$ cat src/rtl/enc_arbiter.sv
// enc_arbiter: round-robin bit-serial channel arbiter with codeblock channel-ID FIFO; define ENC_ARB_FIXED_PRIO_EN for lowest-index priority
module enc_arbiter #(
  parameter int N_CH = 4,
  parameter int K_BITS = 7136,
  parameter int ID_DEPTH = 4
) (
  input  logic                    clk,
  input  logic                    rst,
  input  logic [N_CH-1:0]         s_axis_tdata,
  input  logic [N_CH-1:0]         s_axis_tvalid,
  output logic [N_CH-1:0]         s_axis_tready,
  output logic                    enc_tdata,
  output logic                    enc_tvalid,
  input  logic                    enc_tready,
  input  logic                    enc_out_tvalid,
  input  logic                    enc_out_tready,
  input  logic                    enc_out_tlast,
  output logic [$clog2(N_CH)-1:0] m_id,
  output logic                    m_id_valid,
  output logic                    busy,
  output logic                    err_underflow
);
  localparam int IW = $clog2(N_CH);
  localparam int CW = $clog2(K_BITS);
  localparam int PW = $clog2(ID_DEPTH);
  typedef enum logic {IDLE, STREAM} state_t;
  state_t state;
  logic [IW-1:0] g, last_grant, winner, idx;
  logic [CW-1:0] cnt;
  logic [IW-1:0] mem [ID_DEPTH];
  logic [PW-1:0] wr_ptr, rd_ptr;
  logic [PW:0] count;
  logic full, empty, push, pop_req, pop, hs, last_bit;
`ifdef ENC_ARB_FIXED_PRIO_EN
  always_comb begin
    winner = '0;
    idx = '0;
    for (int i = N_CH - 1; i >= 0; i--) begin
      idx = IW'(i);
      if (s_axis_tvalid[idx]) winner = idx;
    end
  end
`else
  // scanned from lowest to highest priority so the closest requester after last_grant wins
  always_comb begin
    winner = '0;
    idx = '0;
    for (int i = N_CH; i >= 1; i--) begin
      idx = IW'((int'(last_grant) + i) % N_CH);
      if (s_axis_tvalid[idx]) winner = idx;
    end
  end
`endif
  assign full = count == (PW+1)'(ID_DEPTH);
  assign empty = count == '0;
  assign push = state == IDLE && |s_axis_tvalid && !full;
  assign pop_req = enc_out_tvalid && enc_out_tready && enc_out_tlast;
  assign pop = pop_req && !empty;
  assign hs = state == STREAM && enc_tvalid && enc_tready;
  assign last_bit = cnt == CW'(K_BITS - 1);
  assign busy = state == STREAM;
  assign enc_tdata = busy && s_axis_tdata[g];
  assign enc_tvalid = busy && s_axis_tvalid[g];
  assign s_axis_tready = busy ? (N_CH'(enc_tready) << g) : '0;
  assign m_id_valid = !empty;
  assign m_id = empty ? '0 : mem[rd_ptr];
  always_ff @(posedge clk)
    if (push) mem[wr_ptr] <= winner;
  always_ff @(posedge clk) begin
    if (rst) begin
      state <= IDLE;
      g <= '0;
      last_grant <= IW'(N_CH - 1);
      cnt <= '0;
      wr_ptr <= '0;
      rd_ptr <= '0;
      count <= '0;
      err_underflow <= 1'b0;
    end else begin
      if (push) wr_ptr <= wr_ptr + PW'(1);
      if (pop) rd_ptr <= rd_ptr + PW'(1);
      count <= count + (PW+1)'(push) - (PW+1)'(pop);
      if (pop_req && empty) err_underflow <= 1'b1;
      if (push) begin
        g <= winner;
        state <= STREAM;
      end
      if (hs) begin
        cnt <= last_bit ? '0 : cnt + CW'(1);
        if (last_bit) begin
          last_grant <= g;
          state <= IDLE;
        end
      end
    end
  end
endmodule

$ cat config.mk
export PLATFORM = sky130hd
export DESIGN_NAME = enc_arbiter
export DESIGN_NICKNAME = d
export VERILOG_FILES = /design/src/rtl/enc_arbiter.sv
export SDC_FILE = /design/constraint.sdc
export NUM_CORES = 1
export LEC_CHECK = 0
export CORE_UTILIZATION = 58
export DETAILED_ROUTE_END_ITERATION = 16
export MAX_ROUTING_LAYER = met4
export PLACE_DENSITY = 0.83
export SLEW_MARGIN = 10
export SYNTH_ARGS = -nofsm -noshare
export SYNTH_HDL_FRONTEND = slang
export SYNTH_SLANG_ARGS = --single-unit
$ cat constraint.sdc
create_clock -name clk -period 4.1 [get_ports clk]
set_input_delay 0.82 -clock clk [delete_from_list [all_inputs] [get_ports clk]]
set_output_delay 0.82 -clock clk [all_outputs]
set_load 0.01 [all_outputs]
==> results.sh, run 1 <==
export IMPL_ys_top_cells_by_area="sky130_fd_sc_hd__dfxtp_1 (29%), sky130_fd_sc_hd__edfxtp_1 (13%), sky130_fd_sc_hd__ha_1 (4.6%)"
export IMPL_reported_leakage_power_uw=0.000760
export IMPL_critPathArrivalTime_ns=2.51
export IMPL_detailedPlacementHpwl_mm=2.99
export IMPL_worst_clock_skew_ns=0.0135
export IMPL_setup_crit_end_kind="primary output"
export IMPL_p_sw_share_pct=30.5
export IMPL_post_synth_cell_area_avg_um2=9.46
export IMPL_synth_largest_area_cell="sky130_fd_sc_hd__dfxtp_1"
export IMPL_finalHoldViolCount=0
export IMPL_dr_pass1_iters=4
export IMPL_worstHoldPathType="flip-flop to flip-flop"
export IMPL_postCtsHoldBufs=0
export IMPL_synth_enable_flop_cells=8
export IMPL_wl_per_cell_um=14.9
export IMPL_final_cycle_utilization_of_the_critical_path_pct=81.1
export IMPL_critical_path_max_fanout=7
export IMPL_yosysUniqueCellTypes=49
export IMPL_place_congestion=0.905
export IMPL_route_detailed_vias_per_inst=5.93
export IMPL_ys_dominant_reg_cell="sky130_fd_sc_hd__dfxtp_1"
export IMPL_ctsResizeCount=0
export IMPL_pin_count_of_the_biggest_net_entering_global_routing=25
export IMPL_cpPeakStageDelay_ns=0.54
export IMPL_totalWireLength_mm=4.04
export IMPL_antenna_found_initial=0
export IMPL_ir_drop_worst_vdd_uv=215
export IMPL_horiz_die_dim_um=59.2
export IMPL_yosys_area_top_type_share_pct=29.5
export IMPL_cell_internal_pwr_uw=638
export IMPL_path_clk_slew_ns=0.11
export IMPL_number_of_sinks_handled_by_clock_tree_synthesis=36
export IMPL_seq_power_share_pct=48.0
export IMPL_finalHoldWorstSlack_ns=0.497
export IMPL_cts_root_buf="sky130_fd_sc_hd__clkbuf_4"
export IMPL_rsz_0062_raised_after_global_routing="false"
export IMPL_drc_errors=0
export IMPL_combinationalPowerShare_pct=28.4
export IMPL_slew_headroom_pct=49.3
export IMPL_run_status="finished clean"
export IMPL_io_pin_count=25
export IMPL_vias=1612
export IMPL_placement_cell_area_mm2=0.00216
export IMPL_worstMarginPinSlew_ns=0.758
export IMPL_depth_of_the_cts_h_tree=2
export IMPL_power_density_mw_per_mm2=412
export IMPL_cts_inserted_buffers=5
export IMPL_worst_path_most_repeated_cell="sky130_fd_sc_hd__clkdlybuf4s50_1"
export IMPL_num_fill_cells=234
export IMPL_cp_cell_sequence="clkdlybuf4s50_1 -> mux4_1 -> and2_1 -> clkdlybuf4s50_1"
export IMPL_design_core_area_mm2=0.00308
export IMPL_gr_util_all_layers_pct=26.8
export IMPL_power_switching_uw=280
export IMPL_maxcap_viol_count=0
export IMPL_postSynthCellCount=201
export IMPL_die_area_mm2=0.00351
export IMPL_area_delta_synth_final_pct=17.3
export IMPL_final_max_slew_viol_count=0
export IMPL_place_port_buffers=24
export IMPL_clock_fmax_mhz=301
export IMPL_period_needed_ns=3.33
export IMPL_reg_area_um2=801
export IMPL_y_dimension_of_the_die_um=59.2
export IMPL_yosysSeqAreaShare_pct=42.1
export IMPL_critical_path_startpoint_type="input pin"
export IMPL_synth_seq_cells=36
export IMPL_critical_path_required_ns=3.28
export IMPL_post_cts_buffers=0
export IMPL_cts_tree="yes"
export IMPL_postLayoutCoreUtil_pct=72.4
export IMPL_row_count=20
export IMPL_multiInputGateArea_mm2=0.00101
export IMPL_dr_first_iter_drc_count=71
export IMPL_syn_area_mm2=0.00190
export IMPL_final_design_area_no_fill_mm2=0.00223
export IMPL_async_reset_ff_share_pct=0
export IMPL_insertion_delay_ns=0.34
export IMPL_pwr_share_clk_pct=23.6
export IMPL_grt_first_pass_wirelength_mm=6.76
export IMPL_synth_nets=223
export IMPL_worst_case_register_to_register_setup_slack_ns=1.54
export IMPL_gr_total_overflow=0
export IMPL_via_count_of_the_first_global_routing_pass=1535
export IMPL_cts_root_to_sink_buffers=2
export IMPL_yosys_warnings=0
export IMPL_report_final_setup_viol=0
export IMPL_floorplan_initialDensity_pct=61.7
export IMPL_postRouteAntennaNets=0
export IMPL_final_net_count=249
export IMPL_num_antenna_cells=0
export IMPL_layout_drive_gt1_share_pct=7.46
export IMPL_worstSetupPathType="input pin to primary output"
export IMPL_setup_total_negative_slack_ns=0
export IMPL_critical_path_s_slowest_cell="sky130_fd_sc_hd__mux4_1"
==> kinds of logic after synthesis <==
| logic type | after synthesis | share of synthesized area [%] |
|---|---|---|
| buffers and inverters | 20 | 4.80 |
| AND/OR/NAND/NOR | 82 | 23.1 |
| multiplexers | 6 | 5.99 |
| XOR/XNOR | 6 | 2.76 |
| adder cells (fa/ha/maj) | 8 | 5.66 |
| AO/OA/AOI/OAI | 43 | 15.5 |
| flip-flops | 36 | 42.1 |
==> through the flow <==
stage / total power (µW) / worst slack, ns / instances
2_1_floorplan: 609 / 1.40 / 201
3_3_place_gp: 690 / 0.685 / 264
3_5_place_dp: 711 / 0.509 / 264
4_1_cts: 920 / 0.772 / 272
5_1_grt: 968 / 0.713 / 272
6_report: 918 / 0.773 / 272
==> cell usage after synthesis (2+ instances only) <==
| cell | count |
|---|---|
| sky130_fd_sc_hd__nor2_1 | 16 |
| sky130_fd_sc_hd__nand2b_1 | 2 |
| sky130_fd_sc_hd__nor2b_1 | 3 |
| sky130_fd_sc_hd__dfxtp_1 | 28 |
| sky130_fd_sc_hd__buf_6 | 2 |
| sky130_fd_sc_hd__o22a_1 | 2 |
| sky130_fd_sc_hd__nor3_1 | 2 |
| sky130_fd_sc_hd__mux2i_1 | 2 |
| sky130_fd_sc_hd__inv_1 | 14 |
| sky130_fd_sc_hd__or4_1 | 6 |
| sky130_fd_sc_hd__nand4_1 | 3 |
| sky130_fd_sc_hd__a211oi_1 | 3 |
| sky130_fd_sc_hd__mux4_2 | 3 |
| sky130_fd_sc_hd__ha_1 | 7 |
| sky130_fd_sc_hd__and2_1 | 10 |
| sky130_fd_sc_hd__and3_1 | 3 |
| sky130_fd_sc_hd__o21ai_0 | 8 |
| sky130_fd_sc_hd__o31ai_1 | 4 |
| sky130_fd_sc_hd__xnor2_1 | 5 |
| sky130_fd_sc_hd__or3_1 | 5 |
| sky130_fd_sc_hd__nand2_1 | 15 |
| sky130_fd_sc_hd__nand3_1 | 11 |
| sky130_fd_sc_hd__nand3b_1 | 2 |
| sky130_fd_sc_hd__edfxtp_1 | 8 |
| sky130_fd_sc_hd__a21oi_1 | 12 |
| sky130_fd_sc_hd__o32ai_1 | 2 |
==> final cells by class <==
cell class,instances,area share (%)
multi-input cells,145,45.2
flip-flops and latches,36,35.9
repair buffers,24,10.8
clock buffers,8,3.09
inverters,15,2.53
well taps,44,2.47
==> power groups by stage <==
stage / clock [µW] / combinational, µW / sequential [µW]
3_5_place_dp: 0 / 262 / 448
3_3_place_gp: 0 / 246 / 444
6_report: 217 / 261 / 440
2_1_floorplan: 0 / 174 / 435
5_1_grt: 234 / 289 / 445
4_1_cts: 217 / 263 / 440
==> critical path, delay by kind of cell <==
family	cells	cell delay, ns
buffers and inverters	2	0.97
muxes	1	0.54
and+or+nand+nor	1	0.17
==> layout by cell type (no fill, tap or decap), types with 2 or more instances in the layout <==
cell / synthesis / final
sky130_fd_sc_hd__nand3_1: 11 / 11
sky130_fd_sc_hd__nor2b_1: 3 / 3
sky130_fd_sc_hd__mux4_2: 3 / 3
sky130_fd_sc_hd__nand2_1: 15 / 15
sky130_fd_sc_hd__clkbuf_8: 0 / 2
sky130_fd_sc_hd__o31ai_1: 4 / 4
sky130_fd_sc_hd__and2_1: 10 / 10
sky130_fd_sc_hd__nor2_1: 16 / 16
sky130_fd_sc_hd__ha_1: 7 / 7
sky130_fd_sc_hd__mux2i_1: 2 / 2
sky130_fd_sc_hd__and3_1: 3 / 3
sky130_fd_sc_hd__xnor2_1: 5 / 5
sky130_fd_sc_hd__inv_1: 14 / 14
sky130_fd_sc_hd__nand2b_1: 2 / 2
sky130_fd_sc_hd__or3_1: 5 / 5
sky130_fd_sc_hd__or4_1: 6 / 6
sky130_fd_sc_hd__a211oi_1: 3 / 3
sky130_fd_sc_hd__o21ai_0: 8 / 8
sky130_fd_sc_hd__edfxtp_1: 8 / 8
sky130_fd_sc_hd__nor3_1: 2 / 2
sky130_fd_sc_hd__nand3b_1: 2 / 2
sky130_fd_sc_hd__a21oi_1: 12 / 12
sky130_fd_sc_hd__o32ai_1: 2 / 2
sky130_fd_sc_hd__o22a_1: 2 / 2
sky130_fd_sc_hd__dfxtp_1: 28 / 28
sky130_fd_sc_hd__clkbuf_4: 0 / 5
sky130_fd_sc_hd__nand4_1: 3 / 3
sky130_fd_sc_hd__clkdlybuf4s50_1: 0 / 24
==> sequential cells by signal (all words and copies together) (netlist names), named ones only <==
signal         flops
wr_ptr             2
count              3
cnt               13
g                  2
busy               1
rd_ptr             2
last_grant         2
err_underflow      1
mem                8
==> path summary, 6_finish.rpt <==
check / from / to / cells past startpoint
setup / recovery: s_axis_tvalid[1] / enc_tvalid / 4
hold / removal: err_underflow$_SDFFE_PP0P_ / err_underflow$_SDFFE_PP0P_ / 2
setup reg to reg: count[1]$_SDFF_PP0_ / count[2]$_SDFF_PP0_ / 10
hold reg to reg: err_underflow$_SDFFE_PP0P_ / err_underflow$_SDFFE_PP0P_ / 2
==> layer usage <==
| metal | global-route usage, % | part of all wire, % | vias up |
|---|---|---|---|
| li1 | - | - | 789 |
| met1 | 31.3 | 44 | 759 |
| met2 | 44.3 | 49 | 56 |
| met3 | 6.33 | 5.2 | 8 |
| met4 | 10.5 | 1.5 | 0 |
| met5 | - | 0 | - |
Power figures use the tool's default switching activity.
==> inputs of run 2 (changes only) <==
--- a/config.mk
+++ b/config.mk
@@ -5,10 +5,10 @@
 export SDC_FILE = /design/constraint.sdc
 export NUM_CORES = 1
 export LEC_CHECK = 0
-export CORE_UTILIZATION = 58
+export CORE_UTILIZATION = 49
 export DETAILED_ROUTE_END_ITERATION = 16
 export MAX_ROUTING_LAYER = met4
-export PLACE_DENSITY = 0.83
+export PLACE_DENSITY = 0.75
 export SLEW_MARGIN = 10
 export SYNTH_ARGS = -nofsm -noshare
 export SYNTH_HDL_FRONTEND = slang
==> constraint.sdc (replaced) <==
create_clock -name clk -period 2.8 [get_ports clk]
set_input_delay 0.56 -clock clk [delete_from_list [all_inputs] [get_ports clk]]
set_output_delay 0.56 -clock clk [all_outputs]
set_load 0.01 [all_outputs]
==> results.sh, run 2 (synthesized netlist as in run 1, its figures left out) <==
export IMPL_hold_path_endpoint="err_underflow$_SDFFE_PP0P_"
export IMPL_mostFrequentLayoutCell="sky130_fd_sc_hd__dfxtp_1"
export IMPL_slew_headroom_pct=61.4
export IMPL_cpPeakStageDelay_ns=0.49
export IMPL_worst_r2r_path_depth=10
export IMPL_pin_count_of_the_biggest_net_entering_global_routing=20
export IMPL_final_cycle_utilization_of_the_critical_path_pct=94.2
export IMPL_totalWireLength_mm=3.68
export IMPL_crit_family="buffers and inverters"
export IMPL_path_clk_slew_ns=0.07
export IMPL_drc_errors=0
export IMPL_place_congestion=0.837
export IMPL_timing_critical_path_depth=5
export IMPL_grt_util_met1_pct=29.1
export IMPL_cts_root_to_sink_buffers=2
export IMPL_critPathArrivalTime_ns=2.08
export IMPL_timing_hold_worst_start="err_underflow$_SDFFE_PP0P_"
export IMPL_postCtsHoldBufs=0
export IMPL_report_power_total_uw=1400
export IMPL_worstHoldPathType="flip-flop to flip-flop"
export IMPL_rsz_0062_raised_after_global_routing="false"
export IMPL_depth_of_the_cts_h_tree=2
export IMPL_via_count_of_the_first_global_routing_pass=1482
export IMPL_worstSetupPathType="input pin to primary output"
export IMPL_cts_tree="yes"
export IMPL_grt_first_pass_wirelength_mm=6.68
export IMPL_cts_root_buf="sky130_fd_sc_hd__clkbuf_8"
export IMPL_critical_path_required_ns=2.24
export IMPL_postRouteAntennaNets=0
export IMPL_cp_num_buf_inv=3
export IMPL_insertion_delay_ns=0.28
export IMPL_globalRouteMet2Util_pct=31.3
export IMPL_dr_first_iter_drc_count=110
export IMPL_critical_path_s_slowest_cell="sky130_fd_sc_hd__mux4_1"
export IMPL_power_density_mw_per_mm2=602
export IMPL_horiz_die_dim_um=64.3
export IMPL_period_needed_ns=2.64
export IMPL_io_pin_count=25
export IMPL_setup_crit_end_kind="primary output"
export IMPL_final_net_count=258
export IMPL_y_dimension_of_the_die_um=64.3
export IMPL_wl_per_cell_um=12.9
export IMPL_layout_drive_gt1_share_pct=11.0
export IMPL_row_count=22
export IMPL_detailedPlacementHpwl_mm=2.83
export IMPL_gr_total_overflow=0
export IMPL_die_area_mm2=0.00413
export IMPL_area_delta_synth_final_pct=22.2
export IMPL_maxcap_viol_count=0
export IMPL_reported_leakage_power_uw=0.000815
export IMPL_worst_case_register_to_register_setup_slack_ns=0.52
export IMPL_ir_drop_worst_vdd_uv=262
export IMPL_fin_cells=285
export IMPL_clock_fmax_mhz=379
export IMPL_run_status="finished clean"
export IMPL_worstMarginPinSlew_ns=0.580
export IMPL_critical_path_max_fanout=6
export IMPL_final_max_slew_viol_count=0
export IMPL_gr_util_all_layers_pct=21.3
export IMPL_worstHoldPathCells=2
export IMPL_largestRegisters="cnt: 13 flops, mem: 8 flops, count: 3 flops"
export IMPL_report_final_setup_viol=0
export IMPL_finalHoldViolCount=0
export IMPL_placement_setup_worst_slack_ns=-0.119
export IMPL_use_met3_pct=4.29
export IMPL_floorplan_initialDensity_pct=51.5
export IMPL_number_of_sinks_handled_by_clock_tree_synthesis=36
export IMPL_vias=1564
export IMPL_design_core_area_mm2=0.00369
export IMPL_num_antenna_cells=0
export IMPL_cts_inserted_buffers=5
export IMPL_setup_ws_ns=0.162
export IMPL_setup_total_negative_slack_ns=0
export IMPL_worstReg2RegStart="count[1]$_SDFF_PP0_"
export IMPL_worst_r2r_endpoint="count[2]$_SDFF_PP0_"
export IMPL_route_detailed_vias_per_inst=5.49
export IMPL_critical_path_startpoint_type="input pin"
export IMPL_postLayoutCoreUtil_pct=63.0
export IMPL_place_detailed_instances=277
export IMPL_top_register="cnt"
export IMPL_top_usage_layer_grt="met2"
export IMPL_antenna_found_initial=0
export IMPL_cp_cell_sequence="clkdlybuf4s50_1 -> buf_4 -> mux4_1 -> and2_1 -> dlygate4sd2_1"
export IMPL_dr_pass1_iters=4
export IMPL_largest_register_ff_count=13
export IMPL_place_port_buffers=24
export IMPL_mostFrequentLayoutCells="sky130_fd_sc_hd__dfxtp_1 (28), sky130_fd_sc_hd__clkdlybuf4s50_1 (23), sky130_fd_sc_hd__nor2_1 (16)"
export IMPL_worst_clock_skew_ns=0.00668
export IMPL_num_fill_cells=317
[run 2: worst max-delay path by stage]
stage / slack [ns] / start / end
floorplan: 0.36 / s_axis_tvalid[0] / count[2]$_SDFF_PP0_
global placement: -0.04 / s_axis_tvalid[1] / count[2]$_SDFF_PP0_
detailed placement: -0.12 / s_axis_tvalid[1] / count[2]$_SDFF_PP0_
CTS: 0.15 / s_axis_tvalid[1] / enc_tvalid
global route: 0.01 / s_axis_tvalid[0] / count[2]$_SDFF_PP0_
finish: 0.16 / s_axis_tvalid[1] / enc_tvalid
[run 2: worst reg2reg max path, stage by stage, from the launching register on]
cell and delay, ns:
sky130_fd_sc_hd__dfxtp_1 0.35, sky130_fd_sc_hd__nor3_1 0.25, sky130_fd_sc_hd__inv_1 0.14, sky130_fd_sc_hd__and2_1 0.19, sky130_fd_sc_hd__ha_1 0.28, sky130_fd_sc_hd__inv_1 0.04
sky130_fd_sc_hd__ha_1 0.18, sky130_fd_sc_hd__fa_1 0.39, sky130_fd_sc_hd__xnor2_1 0.18, sky130_fd_sc_hd__xnor2_1 0.13, sky130_fd_sc_hd__nor2_1 0.05
[run 2: cell type report]
cell class,count,area [µm²],area share [%]
Multi-Input combinational cell,145,1020,43.7
Sequential cell,36,801,34.5
Timing Repair Buffer,33,307,13.2
Clock buffer,5,68.8,2.96
Tap cell,48,60.1,2.59
Inverter,15,56.3,2.42
Clock inverter,3,13.8,0.593
[run 2: metal layers]
layer,vias up,wire length [µm],share of wire [%]
li1,808,-,-
met1,724,1910,52
met2,28,1580,43
met3,4,152,4.1
met4,0,34,0.92
met5,-,0,0
[run 2: per-stage QoR]
step	area [µm²]	hold slack, ns
after floorplan	1900	0.441
after global placement	2230	0.449
after detailed placement	2230	0.457
after CTS	2310	0.476
after global routing	2320	0.496
final	2320	0.469
[run 2: report_power, final]
part	internal [µW]	switching, µW	total, µW
sequential	589	55.1	644
clock	169	183	352
combinational	216	187	402
total	973	424	1400
[run 2: repair_timing]
| action | 4_1_cts | 5_1_grt |
|---|---|---|
| resized for setup | 1 | 1 |
| setup buffers | 0 | 0 |
| endpoints found under the setup margin | 1 | 1 |
